[src/rtl/fetch_pkg.sv]
// Shared types and constants for the instruction fetch unit.
package fetch_pkg;

  localparam int unsigned XLEN = 32;
  localparam logic [XLEN-1:0] RESET_PC_DEFAULT = 32'h0000_0000;

  typedef struct packed {
    logic [XLEN-1:0] pc;
    logic [XLEN-1:0] instr;
  } fetch_entry_t;

  typedef enum logic {
    RUN  = 1'b0,
    HALT = 1'b1
  } state_t;

endpackage

[src/rtl/fetch_queue.sv]
// Fetch FIFO of {pc, instr} entries with push, pop, synchronous flush and occupancy count.
// The head entry reads as zero when the queue is empty.
module fetch_queue
  import fetch_pkg::*;
#(
  parameter int unsigned DEPTH = 2,
  localparam int unsigned PW = $clog2(DEPTH),
  localparam int unsigned CW = PW + 1
) (
  input  logic         clk,
  input  logic         rst,
  input  logic         push,
  input  logic         pop,
  input  logic         flush,
  input  fetch_entry_t wdata,
  output fetch_entry_t rdata,
  output logic [CW-1:0] count
);

  fetch_entry_t mem [DEPTH];
  logic [PW-1:0] head;
  logic [PW-1:0] tail;

  // Pointers and count; flush wins over any push/pop in the same cycle.
  always_ff @(posedge clk or negedge rst) begin
    if (!rst) begin
      head  <= '0;
      tail  <= '0;
      count <= '0;
    end else if (flush) begin
      head  <= '0;
      tail  <= '0;
      count <= '0;
    end else begin
      if (push) tail <= tail + PW'(1);
      if (pop)  head <= head + PW'(1);
      if (push && !pop)      count <= count + CW'(1);
      else if (!push && pop) count <= count - CW'(1);
    end
  end

  // Storage needs no reset: entries are only visible while counted.
  always_ff @(posedge clk) begin
    if (push && !flush) mem[tail] <= wdata;
  end

  assign rdata = (count != '0) ? mem[head] : '0;

endmodule

[src/rtl/fetch_unit.sv]
// Instruction fetch unit: sequential PC, fetch queue to decode, redirect handling.
// Define FETCH_MISALIGN_TRAP_EN to trap misaligned redirects into HALT instead of aligning them.
module fetch_unit
  import fetch_pkg::*;
#(
  parameter logic [XLEN-1:0] RESET_PC = RESET_PC_DEFAULT,
  parameter int unsigned     QDEPTH   = 2
) (
  input  logic            clk,
  input  logic            rst,
  output logic [XLEN-1:0] imem_addr,
  input  logic [XLEN-1:0] imem_rdata,
  input  logic            redirect_valid,
  input  logic [XLEN-1:0] redirect_pc,
  output logic            out_valid,
  input  logic            out_ready,
  output logic [XLEN-1:0] out_instr,
  output logic [XLEN-1:0] out_pc,
  output logic            misalign_err
);

  localparam int unsigned CW = $clog2(QDEPTH) + 1;

  state_t          state_q, state_d;
  logic [XLEN-1:0] pc_q, pc_d;
  logic            push, pop, flush;
  logic [CW-1:0]   count;
  fetch_entry_t    head;

`ifdef FETCH_MISALIGN_TRAP_EN
  logic err_d;
`endif

  assign pop = out_valid & out_ready;

  // Next state, next PC and queue control; a redirect overrides push and pop.
  always_comb begin
    state_d = state_q;
    pc_d    = pc_q;
    flush   = 1'b0;
    push    = 1'b0;
`ifdef FETCH_MISALIGN_TRAP_EN
    err_d   = 1'b0;
`endif
    if (redirect_valid) begin
      flush = 1'b1;
`ifdef FETCH_MISALIGN_TRAP_EN
      if (redirect_pc[1:0] != 2'b00) begin
        err_d   = 1'b1;
        state_d = HALT;
      end else begin
        state_d = RUN;
        pc_d    = redirect_pc;
      end
`else
      pc_d = redirect_pc & ~XLEN'(3);
`endif
    end else if (state_q == RUN && (count < CW'(QDEPTH) || pop)) begin
      push = 1'b1;
      pc_d = pc_q + XLEN'(4);
    end
  end

  always_ff @(posedge clk or negedge rst) begin
    if (!rst) begin
      state_q <= RUN;
      pc_q    <= RESET_PC;
    end else begin
      state_q <= state_d;
      pc_q    <= pc_d;
    end
  end

`ifdef FETCH_MISALIGN_TRAP_EN
  always_ff @(posedge clk or negedge rst) begin
    if (!rst) misalign_err <= 1'b0;
    else      misalign_err <= err_d;
  end
`else
  assign misalign_err = 1'b0;
`endif

  fetch_queue #(
    .DEPTH(QDEPTH)
  ) u_queue (
    .clk  (clk),
    .rst  (rst),
    .push (push),
    .pop  (pop),
    .flush(flush),
    .wdata('{pc: pc_q, instr: imem_rdata}),
    .rdata(head),
    .count(count)
  );

  assign imem_addr = pc_q;
  assign out_valid = (count != '0);
  assign out_pc    = head.pc;
  assign out_instr = head.instr;

endmodule

[config.mk]
export PLATFORM = sky130hd
export DESIGN_NAME = fetch_unit
export DESIGN_NICKNAME = d
export VERILOG_FILES = /design/src/rtl/fetch_pkg.sv /design/src/rtl/fetch_queue.sv /design/src/rtl/fetch_unit.sv
export SDC_FILE = /design/constraint.sdc
export NUM_CORES = 1
export LEC_CHECK = 0
export BUFFER_PORTS_ARGS = -buffer_cell sky130_fd_sc_hd__buf_2
export CAP_MARGIN = 20
export CORE_ASPECT_RATIO = 0.9
export CORE_MARGIN = 2
export CORE_UTILIZATION = 48
export CTS_CLUSTER_DIAMETER = 60
export DETAILED_ROUTE_END_ITERATION = 8
export PLACE_DENSITY = 0.72
export SLEW_MARGIN = 15
export SYNTH_ARGS = -nofsm -noshare
export SYNTH_HDL_FRONTEND = slang
export SYNTH_SLANG_ARGS = --single-unit
[constraint.sdc]
create_clock -name clk -period 3.75 [get_ports clk]
set_input_delay 0.5625 -clock clk [delete_from_list [all_inputs] [get_ports clk]]
set_output_delay 0.5625 -clock clk [all_outputs]
set_load 0.1 [all_outputs]
## Yosys cells after proc, flatten, opt, wreduce, memory -nomap -nowiden

Memories as Yosys holds them, arrays and structs flattened.
Cells that the tools add are included.

| storage, ports and cells | value |
|---|---|
| bits in registers | 36 |
| latch bits | 0 |
| RAM bits | 128 |
| bits in read-only memories | 0 |
| input port bits | 68 |
| output and inout port bits | 98 |
| word-level logic and storage cells | 39 |
| memories kept | 1 |

| operators by class | value |
|---|---|
| $add $sub $neg | 5 |
| multipliers | 0 |
| divide/modulo/power cells | 0 |
| $lt $le $gt $ge | 1 |
| equality and inequality tests | 0 |
| shifts and indexed selects | 0 |
| muxes and demuxes | 15 |
| bitwise logic cells | 1 |
| reduce and logical (&&, ||, !) cells | 12 |

Memories:

| name | words | width | read ports | clocked after memory_dff | wr ports | line | source |
|---|---|---|---|---|---|---|---|
| u_queue.mem | 2 | 64 | 1 | 0 | 1 | fetch_queue.sv:20 | `fetch_entry_t mem [DEPTH];` |

Operator list:

| kind | number |
|---|---|
| 32-bit two-way mux | 2 |
| 64-bit two-way mux | 1 |
| 32-bit by 3-bit adder with 32-bit output, second input constant | 1 |
| 1-bit two-way mux | 9 |
| 2-bit nonzero test | 4 |
| 2-bit two-way mux | 3 |
| 1-bit logical AND | 3 |
| 1-bit logical NOT | 3 |
| 3-bit nonzero test | 1 |
| 1-bit adder, second input constant | 2 |
| 2-bit by 1-bit adder with 2-bit output, second input constant | 1 |
| 2-bit less-than comparator, second input constant | 1 |
| 2-bit by 1-bit subtractor with 2-bit output, second input constant | 1 |
| 1-bit bitwise AND | 1 |
| 1-bit logical OR | 1 |

## Depth between registers and ports, before layout

Gate-level depths: netlist of run 1.

| depth | value |
|---|---|
| word-level depth | 10 |
| depth in mapped cells | 6 |
| gate-level depth less buffers | 5 |

## By module

A second synthesis of run 1 with hierarchy kept.

| unflattened totals | value |
|---|---|
| cell total of the unflattened synthesis | 483 |
| area, all modules | 6914.1 um2 |

Modules (own cells, without submodules):

| module | times used | cells each | area an instance (um2) | seq. area each (um2) |
|---|---|---|---|---|
| fetch_queue | 1 | 289 | 5096.1 | 3943.8 |
| fetch_unit | 1 | 194 | 1818.0 | 750.7 |

## Worst setup path before layout of run 1

Ideal clock, no wire load.

| timing path | value |
|---|---|
| path type | input port to flip-flop |
| start | input redirect_valid |
| end | memory u_queue.mem[0][0] in the netlist's numbering (enable) |
| library setup time | 0.482 ns |
| arrival time | 3.830 ns |
| required time | 3.268 ns |
| slack | -0.562 ns |
| stages on the path | 5 |
| buffers on the path | 2 |
| path through | clkbuf_1 > inv_1 > clkbuf_1 > nand2_1 > nor2_1 |

| on the way | value |
|---|---|
| longest elaborated chain between the ends | 5 |
| elaborated cells between the ends (all ways) | 6 |
| those cells by class | 4 x mux; 2 x reduce/logical |

RTL lines:

| item | line | source |
|---|---|---|
| start, declared | fetch_unit.sv:13 | `input logic redirect_valid,` |
| 1-bit two-way mux | fetch_unit.sv:45 | `if (redirect_valid) begin` |
| 1-bit logical NOT | fetch_queue.sv:44 | `if (push && !flush) mem[tail] <= wdata;` |
| 1-bit logical AND * | fetch_queue.sv:44 |  |
| 1-bit two-way mux * | fetch_queue.sv:44 |  |
| 1-bit two-way mux (not written as such) * | fetch_queue.sv:44 |  |
| end, declared | fetch_queue.sv:20 |  |

Every way passes the cells marked *; elsewhere a longest branch is shown, timed or not.

## Final worst setup path of run 1

| timing path | value |
|---|---|
| start | register u_queue.head |
| end | output out_pc[29] |

| on the way | value |
|---|---|
| longest elaborated chain between the ends | 2 |

RTL lines:

| item | line | source |
|---|---|---|
| start, declared | fetch_queue.sv:21 | `logic [PW-1:0] head;` |
| start signal, assigned | fetch_queue.sv:36 | `if (pop) head <= head + PW'(1);` |
| memory 2 x 64 bit | n/a |  |
| 64-bit two-way mux | fetch_queue.sv:47 | `assign rdata = (count != '0) ? mem[head] : '0;` |
| end, declared | fetch_unit.sv:18 | `output logic [XLEN-1:0] out_pc,` |

No other way between the ends.

==> results of run 1 <==
## report_power, final
| group | switching (mW) | total (mW) | leakage [nW] | internal, mW |
|---|---|---|---|---|
| Sequential | 0.134 | 2.19 | 1.56 | 2.06 |
| Combinational | 1.23 | 1.48 | 1.47 | 0.258 |
| Clock | 0.663 | 1.71 | 0.283 | 1.05 |
## metal layers
| metal | GRT usage, % | up-vias | share of wire (%) |
|---|---|---|---|
| met5 | 0 | - | 0 |
| met4 | 6.12 | 0 | 0.83 |
| met3 | 6.20 | 13 | 7.7 |
| met2 | 33.1 | 218 | 49 |
| met1 | 25.7 | 2415 | 43 |
| li1 | - | 2285 | - |
## critical path: cells and delay by family, from the launching register on
family	cells	cell delay, ns
flip-flops	1	0.94
multiplexers	1	0.10
AND/OR/NAND/NOR	1	0.13
buffers and inverters	2	0.73
## logic make-up (layout without fill, tap and decap cells)
family,after synthesis,count (layout),share of synthesized area [%]
other,1,5,0.0539
adder cells (fa/ha/maj),1,1,0.180
AO/OA/AOI/OAI,50,50,5.20
flip-flops,158,158,65.7
multiplexers,63,63,9.06
buffers and inverters,48,207,3.88
XOR/XNOR,8,8,1.01
AND/OR/NAND/NOR,206,206,14.9
## layout by cell type (no fill, tap or decap), types with 4 or more instances in the layout
cell type,synthesis,final
a21oi_1,4,4
a22oi_1,7,7
a31oi_1,4,4
and3_1,5,4
and3_2,3,4
buf_2,9,158
buf_4,6,7
clkbuf_16,0,17
conb_1,1,5
dfrtp_1,34,33
edfxtp_1,124,124
inv_1,9,9
mux2i_1,63,63
nand2_1,28,28
nand3_1,26,26
nand4_1,22,22
nor2_1,83,81
nor2b_1,7,7
nor3_1,6,6
o21ai_0,9,9
o311ai_0,8,8
o31ai_1,10,10
or4_1,5,5
xnor2_1,4,4
xor2_1,4,4
## area by class of cell
class / instances / area [µm²] / share of cell area [%]
Sequential cell: 158 / 4580 / 54.1
Inverter: 9 / 33.8 / 0.399
Clock buffer: 19 / 433 / 5.12
Clock inverter: 13 / 161 / 1.91
Timing Repair Buffer: 166 / 863 / 10.2
Tap cell: 193 / 241 / 2.86
Multi-Input combinational cell: 333 / 2150 / 25.4
## sequential cells by signal, indices dropped and copies added, names as in the netlist
signal,cells
u_queue.count,2
u_queue.tail,1
u_queue.head,1
u_queue.mem,124
imem_addr,30
## worst min path at each step
| stage | end | slack (ns) | cells past startpoint |
|---|---|---|---|
| after floorplan | imem_addr[10] | 0.27 | 0 |
| after global placement | u_queue.mem[0][35] | 0.52 | 0 |
| after detailed placement | u_queue.mem[1][60] | 0.55 | 0 |
| after CTS | imem_addr[15] | 0.25 | 1 |
| after global routing | imem_addr[9] | 0.29 | 1 |
| final | imem_addr[12] | 0.24 | 1 |
==> impl_metrics.json, run 1 <==
{
  "status": "finished, final reports clean",
  "route.vias.total": 4931,
  "fill_cells": 1137,
  "r2r-start": "u_queue.count[1]",
  "tightest_slew_ns": 0.835,
  "required_ns": 3.19,
  "fin_crit_sh_pct": 77.7,
  "final_nets": 754,
  "min_path_type": "in -> async",
  "drtPass1Iterations": 5,
  "synth.cell_area_mm2": 0.00696,
  "crit_fanout": 41,
  "drt-total-wl_um": 15500,
  "grt_pass1_wl_um": 24000,
  "clk_latency_ns": 0.42,
  "yosysWarnings": 0,
  "maxSlewHeadroom_pct": 44.4,
  "syn_inst": 535,
  "die_h_um": 118,
  "power.density_mw_per_mm2": 637,
  "drive_gt1_share_pct": 30.5,
  "synth_top_area_share_pct": 53.5,
  "crit_path_top_delay_cell": "dfrtp_4",
  "fin_area_mm2": 0.00846,
  "synth-async-reset-ratio_pct": 21.5,
  "io_pins": 166,
  "seq_area_frac_synth_pct": 65.7,
  "antenna_found_initial": 0,
  "pre_cts_slack_ns": 1.20,
  "yosysUniqueCellTypes": 52,
  "leakage_nw": 3.32,
  "totalPowerFinal_mw": 5.39,
  "synth_flop_cell": "edfxtp_1",
  "cp_cell_sequence": "buf_12 > mux2i_1 > nor2_1 > buf_2",
  "hold_viol": 0,
  "cap_violations": 0,
  "end_kind": "primary output",
  "numCtsBuffers": 17,
  "reg2reg_slack_ns": 1.63,
  "r2r-end": "u_queue.mem[0][6]",
  "grt_overflow": 0,
  "fp.dieW_um": 131,
  "initial_core_util_pct": 49.3,
  "fin_util_pct": 59.9,
  "slew_viol_final": 0,
  "core_area_mm2": 0.0141,
  "setup_violations": 0,
  "io_buffers": 158,
  "crit_path_start": "u_queue.head",
  "arrival_ns": 2.35,
  "ys_seq_elements": 158,
  "peakVddDrop_mv": 0.433,
  "root_buffer": "clkbuf_16",
  "first_global_vias": 4833,
  "row_count": 41,
  "yosysMostFrequentCell": "edfxtp_1",
  "cpPeakStageDelay_ns": 0.94,
  "ant_nets": 0,
  "post-dp-hpwl_um": 10100,
  "track_usage_pct": 20.2,
  "start_kind": "flip-flop",
  "finalNonFillerCells": 891,
  "dieArea_mm2": 0.0155,
  "post_cts_resized": 0,
  "gp_congestion": 0.848,
  "layout_setup_ws_ns": 0.836,
  "synth-edff-count": 124,
  "reg2reg_depth": 4,
  "area_growth_pct": 21.5,
  "synth_top_cells_by_count": "edfxtp_1 (124), nor2_1 (83), mux2i_1 (63)",
  "remaining_drc_errors": 0,
  "post_cts_buffers": 0,
  "viasPerCell": 5.53,
  "cts.clk_slew.worst_paths_ns": 0.06,
  "avgSynthCellArea_um2": 13.0,
  "crit_end": "out_pc[29]",
  "worstSetupPathType": "reg -> out",
  "n_antenna_cell": 0,
  "cts_buffer_depth": 2,
  "whs_ns": 0.240,
  "layout_min_cycle_time_ns": 2.91,
  "max_freq_mhz": 343,
  "dr.first_iter.drc_count": 390,
  "h-tree-depth": 4,
  "dpl_cell_area_mm2": 0.00786,
  "dp_cells": 859,
  "synth_area_leaders": "edfxtp_1 (54%), dfrtp_1 (12%), mux2i_1 (9.1%), nor2_1 (4.5%), nand4_1 (2.0%)",
  "grt_max_degree": 69,
  "setup-tns-final_ns": 0,
  "routedWlPerCell_um": 17.3,
  "cts_hold_buf": 0,
  "rsz0062_at_grt": "false",
  "fin_skew_ns": 0.00689,
  "cts_tree": "yes",
  "cts.sinks": 158,
  "synth_area_leader_cell": "edfxtp_1"
}
Note: power is estimated with default switching activity, not from simulation.
==> inputs of run 2 (changes only) <==
- clock period: 3.75 -> 2.5 ns (I/O delays scaled with it)
==> run 2 against run 1 <==
Largest cell class unchanged. Combinational power grew 60%. Design area grew 3.5%. First-iteration DRC count shrank 18%. Cell count grew 0.56%. Via count shrank 0.93%. Critical path type unchanged. Largest power group unchanged. Sequential cell count is the same. Highest routed layer unchanged. Die area is the same. Utilization grew 2.1 points.
==> impl_metrics.json, run 2 (synthesis results as in run 1) <==
{
  "grt_overflow": 0,
  "row_count": 41,
  "critPathBufInv": 2,
  "layout_common_cells": "buf_2 (158), edfxtp_1 (124), mux2i_1 (63), nor2_2 (61), dfrtp_1 (33)",
  "n_antenna_cell": 0,
  "antenna_found_initial": 1,
  "h-tree-depth": 4,
  "initial_core_util_pct": 49.3,
  "crit_path_start": "u_queue.head",
  "required_ns": 2.12,
  "post-dp-hpwl_um": 10400,
  "die_h_um": 118,
  "leakage_nw": 3.37,
  "cts.clk_slew.worst_paths_ns": 0.06,
  "numCtsBuffers": 17,
  "cts_tree": "yes",
  "largest-register": "u_queue.mem",
  "route.vias.total": 4885,
  "root_buffer": "clkbuf_16",
  "layout_setup_ws_ns": 0.157,
  "core_area_mm2": 0.0141,
  "max_freq_mhz": 427,
  "fin_skew_ns": 0.00491,
  "start_kind": "flip-flop",
  "cts_buffer_depth": 2,
  "slew_viol_final": 0,
  "io_buffers": 158,
  "status": "finished, final reports clean",
  "remaining_drc_errors": 0,
  "finalNonFillerCells": 896,
  "crit_fanout": 15,
  "grt_max_degree": 63,
  "arrival_ns": 1.97,
  "routedWlPerCell_um": 17.8,
  "final_common_cell": "buf_2",
  "power_frac_clock_pct": 31.8,
  "cts_hold_buf": 0,
  "end_kind": "primary output",
  "setup-tns-final_ns": 0,
  "setup_violations": 0,
  "rsz0062_at_grt": "false",
  "maxSlewHeadroom_pct": 45.2,
  "dr.first_iter.drc_count": 320,
  "tightest_slew_ns": 0.822,
  "fill_cells": 1123,
  "ant_nets": 0,
  "hold_viol": 0,
  "drt-total-wl_um": 15900,
  "power.density_mw_per_mm2": 943,
  "crit_path_top_delay_cell": "dfrtp_4",
  "fin_crit_sh_pct": 93.7,
  "track_usage_pct": 20.5,
  "p_sw_mw": 3.07,
  "totalPowerFinal_mw": 8.26,
  "dieArea_mm2": 0.0155,
  "viasPerCell": 5.45,
  "area_growth_pct": 25.8,
  "cp_cell_sequence": "buf_12 > mux2i_1 > nor2_2 > buf_2",
  "cap_violations": 0,
  "dp_cells": 864,
  "p_seq_share_pct": 39.5,
  "pre_cts_slack_ns": 0.446,
  "grt_pass1_wl_um": 24500,
  "r2r-start": "u_queue.count[1]",
  "clk_latency_ns": 0.41,
  "layout_min_cycle_time_ns": 2.34,
  "fp.dieW_um": 131,
  "worstSetupPathType": "reg -> out",
  "crit_family": "buffers and inverters",
  "netSwitchingFraction_pct": 37.1,
  "first_global_vias": 4903,
  "pwr-share-comb_pct": 28.7,
  "largest_reg_flops": 124,
  "cpPeakStageDelay_ns": 0.63,
  "drtPass1Iterations": 5,
  "min_path_type": "in -> async",
  "io_pins": 166,
  "drive_gt1_share_pct": 39.5,
  "cts.sinks": 158,
  "p_int_mw": 5.19,
  "gp_congestion": 0.822,
  "final_nets": 760,
  "peakVddDrop_mv": 0.469
}
==> run 2: cell types whose count changed in the layout (fill, tap and decap cells not counted) <==
cell	delta
buf_12	+6
buf_16	+1
buf_4	-1
bufinv_16	+1
clkbuf_1	-1
clkinv_1	+1
clkinv_2	+1
clkinv_4	-1
clkinvlp_4	+1
inv_6	-3
nor2_1	-60
nor2_2	+60
==> run 2: worst paths after layout <==
check	end	slack (ns)	cells after the start
setup / recovery	out_pc[29]	0.16	4
setup reg to reg	imem_addr[13]	0.50	4
hold reg to reg	u_queue.mem[1][60]	0.55	0
hold / removal	imem_addr[12]	0.06	1
min in group clk	u_queue.mem[0][7]	0.15	1
max in group asynchronous	u_queue.head	1.83	1
==> run 2: cell type report <==
| cell class | count | area (µm²) | share of cell area, % |
|---|---|---|---|
| well taps | 193 | 241 | 2.76 |
| clock buffers | 18 | 429 | 4.90 |
| repair buffers | 172 | 1000 | 11.5 |
| inverters | 9 | 33.8 | 0.386 |
| clock inverters | 13 | 173 | 1.97 |
| multi-input cells | 333 | 2300 | 26.2 |
| flip-flops and latches | 158 | 4580 | 52.3 |
==> run 2: power by group through the flow <==
stage                     registers (mW)  clock network [mW]  logic, mW
after floorplan                     3.65                   0       1.58
after global placement              3.31                   0       2.34
after detailed placement            3.33                   0       2.36
after CTS                           3.27                2.68       2.36
after global routing                3.29                2.79       2.47
final                               3.26                2.62       2.37
==> run 2: routing by layer <==
layer / up-vias / GRT usage [%] / share of wire [%] / routed length (µm)
li1: 2294 / - / - / -
met1: 2356 / 26.1 / 42 / 6720
met2: 212 / 33.7 / 49 / 7770
met3: 23 / 5.34 / 7.5 / 1190
met4: 0 / 7.18 / 1.4 / 220
met5: - / 0 / 0 / 0
==> run 2: repair_timing <==
| item | 4_1_cts | 5_1_grt |
|---|---|---|
| resized for setup | 0 | 0 |
| buffers inserted | 0 | 1 |
| setup endpoints to repair | 0 | 30 |
==> run 2: stage by stage <==
stage | hold WS [ns] | util, % | area (µm²)
final | 0.0559 | 62.1 | 8750
after global routing | 0.103 | 62.1 | 8750
after detailed placement | 0.513 | 57.6 | 8130
after floorplan | 0.0794 | - | 7130
after CTS | 0.0655 | 61.9 | 8730
after global placement | 0.507 | 57.6 | 8130
==> inputs of run 3 (changes only) <==
- PLACE_DENSITY: 0.72 -> 0.84
==> run 3 against run 2 <==
Die area stayed put. Clock skew increased by 0.0055 ns. Sequential share of layout area grew 0.097 points. Register-to-register slack about the same. Routed wire length up 1.2%. Combinational power hardly changed. Global-route usage up 0.65 points. Design area fell by 0.19%. Critical path type unchanged.
==> impl_metrics.json, run 3 (synthesis results as in run 1) <==
{
  "status": "finished, final reports clean",
  "reg2reg_depth": 4,
  "drtPass1Iterations": 5,
  "cts.clk_slew.worst_paths_ns": 0.06,
  "worstSetupPathType": "reg -> out",
  "gp_congestion": 0.870,
  "maxSlewHeadroom_pct": 45.4,
  "gr-usage-met2_pct": 35.0,
  "cts_hold_buf": 0,
  "core_area_mm2": 0.0141,
  "fin_util_pct": 61.9,
  "r2r-end": "imem_addr[17]",
  "track_usage_pct": 21.1,
  "reg2reg_slack_ns": 0.50,
  "r2r-start": "u_queue.count[1]",
  "remaining_drc_errors": 0,
  "layout_setup_ws_ns": 0.119,
  "crit_path_start": "u_queue.head",
  "cap_violations": 0,
  "leakage_nw": 3.37,
  "power.density_mw_per_mm2": 931,
  "area_growth_pct": 25.6,
  "fill_cells": 1096,
  "row_count": 41,
  "numCtsBuffers": 17,
  "cts_buffer_depth": 2,
  "dr.first_iter.drc_count": 544,
  "first_global_vias": 4862,
  "clk_latency_ns": 0.43,
  "post-dp-hpwl_um": 10600,
  "drt-total-wl_um": 16100,
  "largest-register": "u_queue.mem",
  "max_freq_mhz": 420,
  "setup-tns-final_ns": 0,
  "p_int_mw": 5.01,
  "pre_cts_slack_ns": 0.473,
  "antenna_found_initial": 0,
  "viasPerCell": 5.52,
  "end_kind": "primary output",
  "slew_viol_final": 0,
  "met3_usage_pct": 5.43,
  "post_cts_resized": 0,
  "fin_skew_ns": 0.0104,
  "power_frac_clock_pct": 30.7,
  "route.vias.total": 4970,
  "root_buffer": "clkbuf_16",
  "setup_violations": 0,
  "required_ns": 2.12,
  "fp.dieW_um": 131,
  "use_met1_pct": 26.5,
  "post_cts_buffers": 0,
  "tightest_slew_ns": 0.819,
  "final_nets": 763,
  "layout_min_cycle_time_ns": 2.38,
  "hold_viol": 0,
  "peakVddDrop_mv": 0.723,
  "busiest_layer": "met2",
  "ant_nets": 0,
  "p_sw_mw": 3.13,
  "seq_area_mm2": 0.00458,
  "arrival_ns": 2.01,
  "drive_gt1_share_pct": 40.2,
  "dieArea_mm2": 0.0155,
  "multiInputGateArea_mm2": 0.00230,
  "final_common_cell": "buf_2",
  "p_seq_share_pct": 40.2,
  "initial_core_util_pct": 49.3,
  "netSwitchingFraction_pct": 38.4,
  "cts.sinks": 158,
  "n_antenna_cell": 0,
  "routedWlPerCell_um": 17.9,
  "start_kind": "flip-flop",
  "totalPowerFinal_mw": 8.14,
  "die_h_um": 118,
  "cts_tree": "yes",
  "io_pins": 166,
  "pwr-share-comb_pct": 29.1,
  "h-tree-depth": 4,
  "largest_reg_flops": 124,
  "layout_common_cells": "buf_2 (145), edfxtp_1 (124), mux2i_1 (63), nor2_2 (61), dfrtp_1 (33)",
  "grt_overflow": 0,
  "crit_fanout": 21,
  "fin_crit_sh_pct": 95.2,
  "rsz0062_at_grt": "false",
  "min_path_type": "in -> async",
  "grt_pass1_wl_um": 25000,
  "grt_max_degree": 47,
  "io_buffers": 158
}
[run 3: cell types whose count changed in the layout (fill, tap and decap cells not counted), moves of 2 or more]
cell | before | now
clkinv_2 | 2 | 4
buf_4 | 6 | 11
buf_12 | 7 | 5
bufinv_16 | 4 | 2
clkinv_1 | 3 | 0
inv_6 | 0 | 3
buf_2 | 158 | 145
clkbuf_4 | 0 | 13
[run 3: per-stage QoR]
step | std cells | cell area [µm²] | hold WS, ns
after global routing | 900 | 8740 | 0.0954
after CTS | 900 | 8700 | 0.0532
after floorplan | 539 | 7130 | 0.0794
after global placement | 868 | 8130 | 0.504
final | 900 | 8740 | 0.0410
after detailed placement | 868 | 8130 | 0.512
[run 3: worst max-delay path, cell delays in order (launching register included)]
cell	delay, ns
dfrtp_4	0.64
buf_12	0.24
mux2i_1	0.15
nor2_2	0.10
buf_2	0.44
[run 3: metal layers]
metal	share of wire, %	wire length (µm)
met3	7.7	1230
met1	41	6570
met4	1.7	275
met2	50	8030
met5	0	0
[run 3: worst max path at each step]
stage | end | slack [ns]
after CTS | out_instr[7] | 0.005
final | out_pc[14] | 0.12
after global placement | out_instr[26] | 0.49
after detailed placement | out_instr[2] | 0.47
after global routing | out_pc[30] | 0.02
after floorplan | u_queue.mem[0][0] | 0.06
[run 3: cell type report]
class,instances,area share (%)
clock buffers,19,4.95
clock inverters,13,1.59
repair buffers,175,11.6
multi-input cells,333,26.3
well taps,193,2.76
inverters,9,0.387
flip-flops and latches,158,52.4
[run 3: power by group through the flow]
stage               logic [mW]  registers, mW  clock network [mW]
global route              2.47           3.30                2.65
detailed placement        2.36           3.32                   0
global placement          2.33           3.30                   0
CTS                       2.37           3.27                2.54
finish                    2.37           3.27                2.50
floorplan                 1.58           3.65                   0
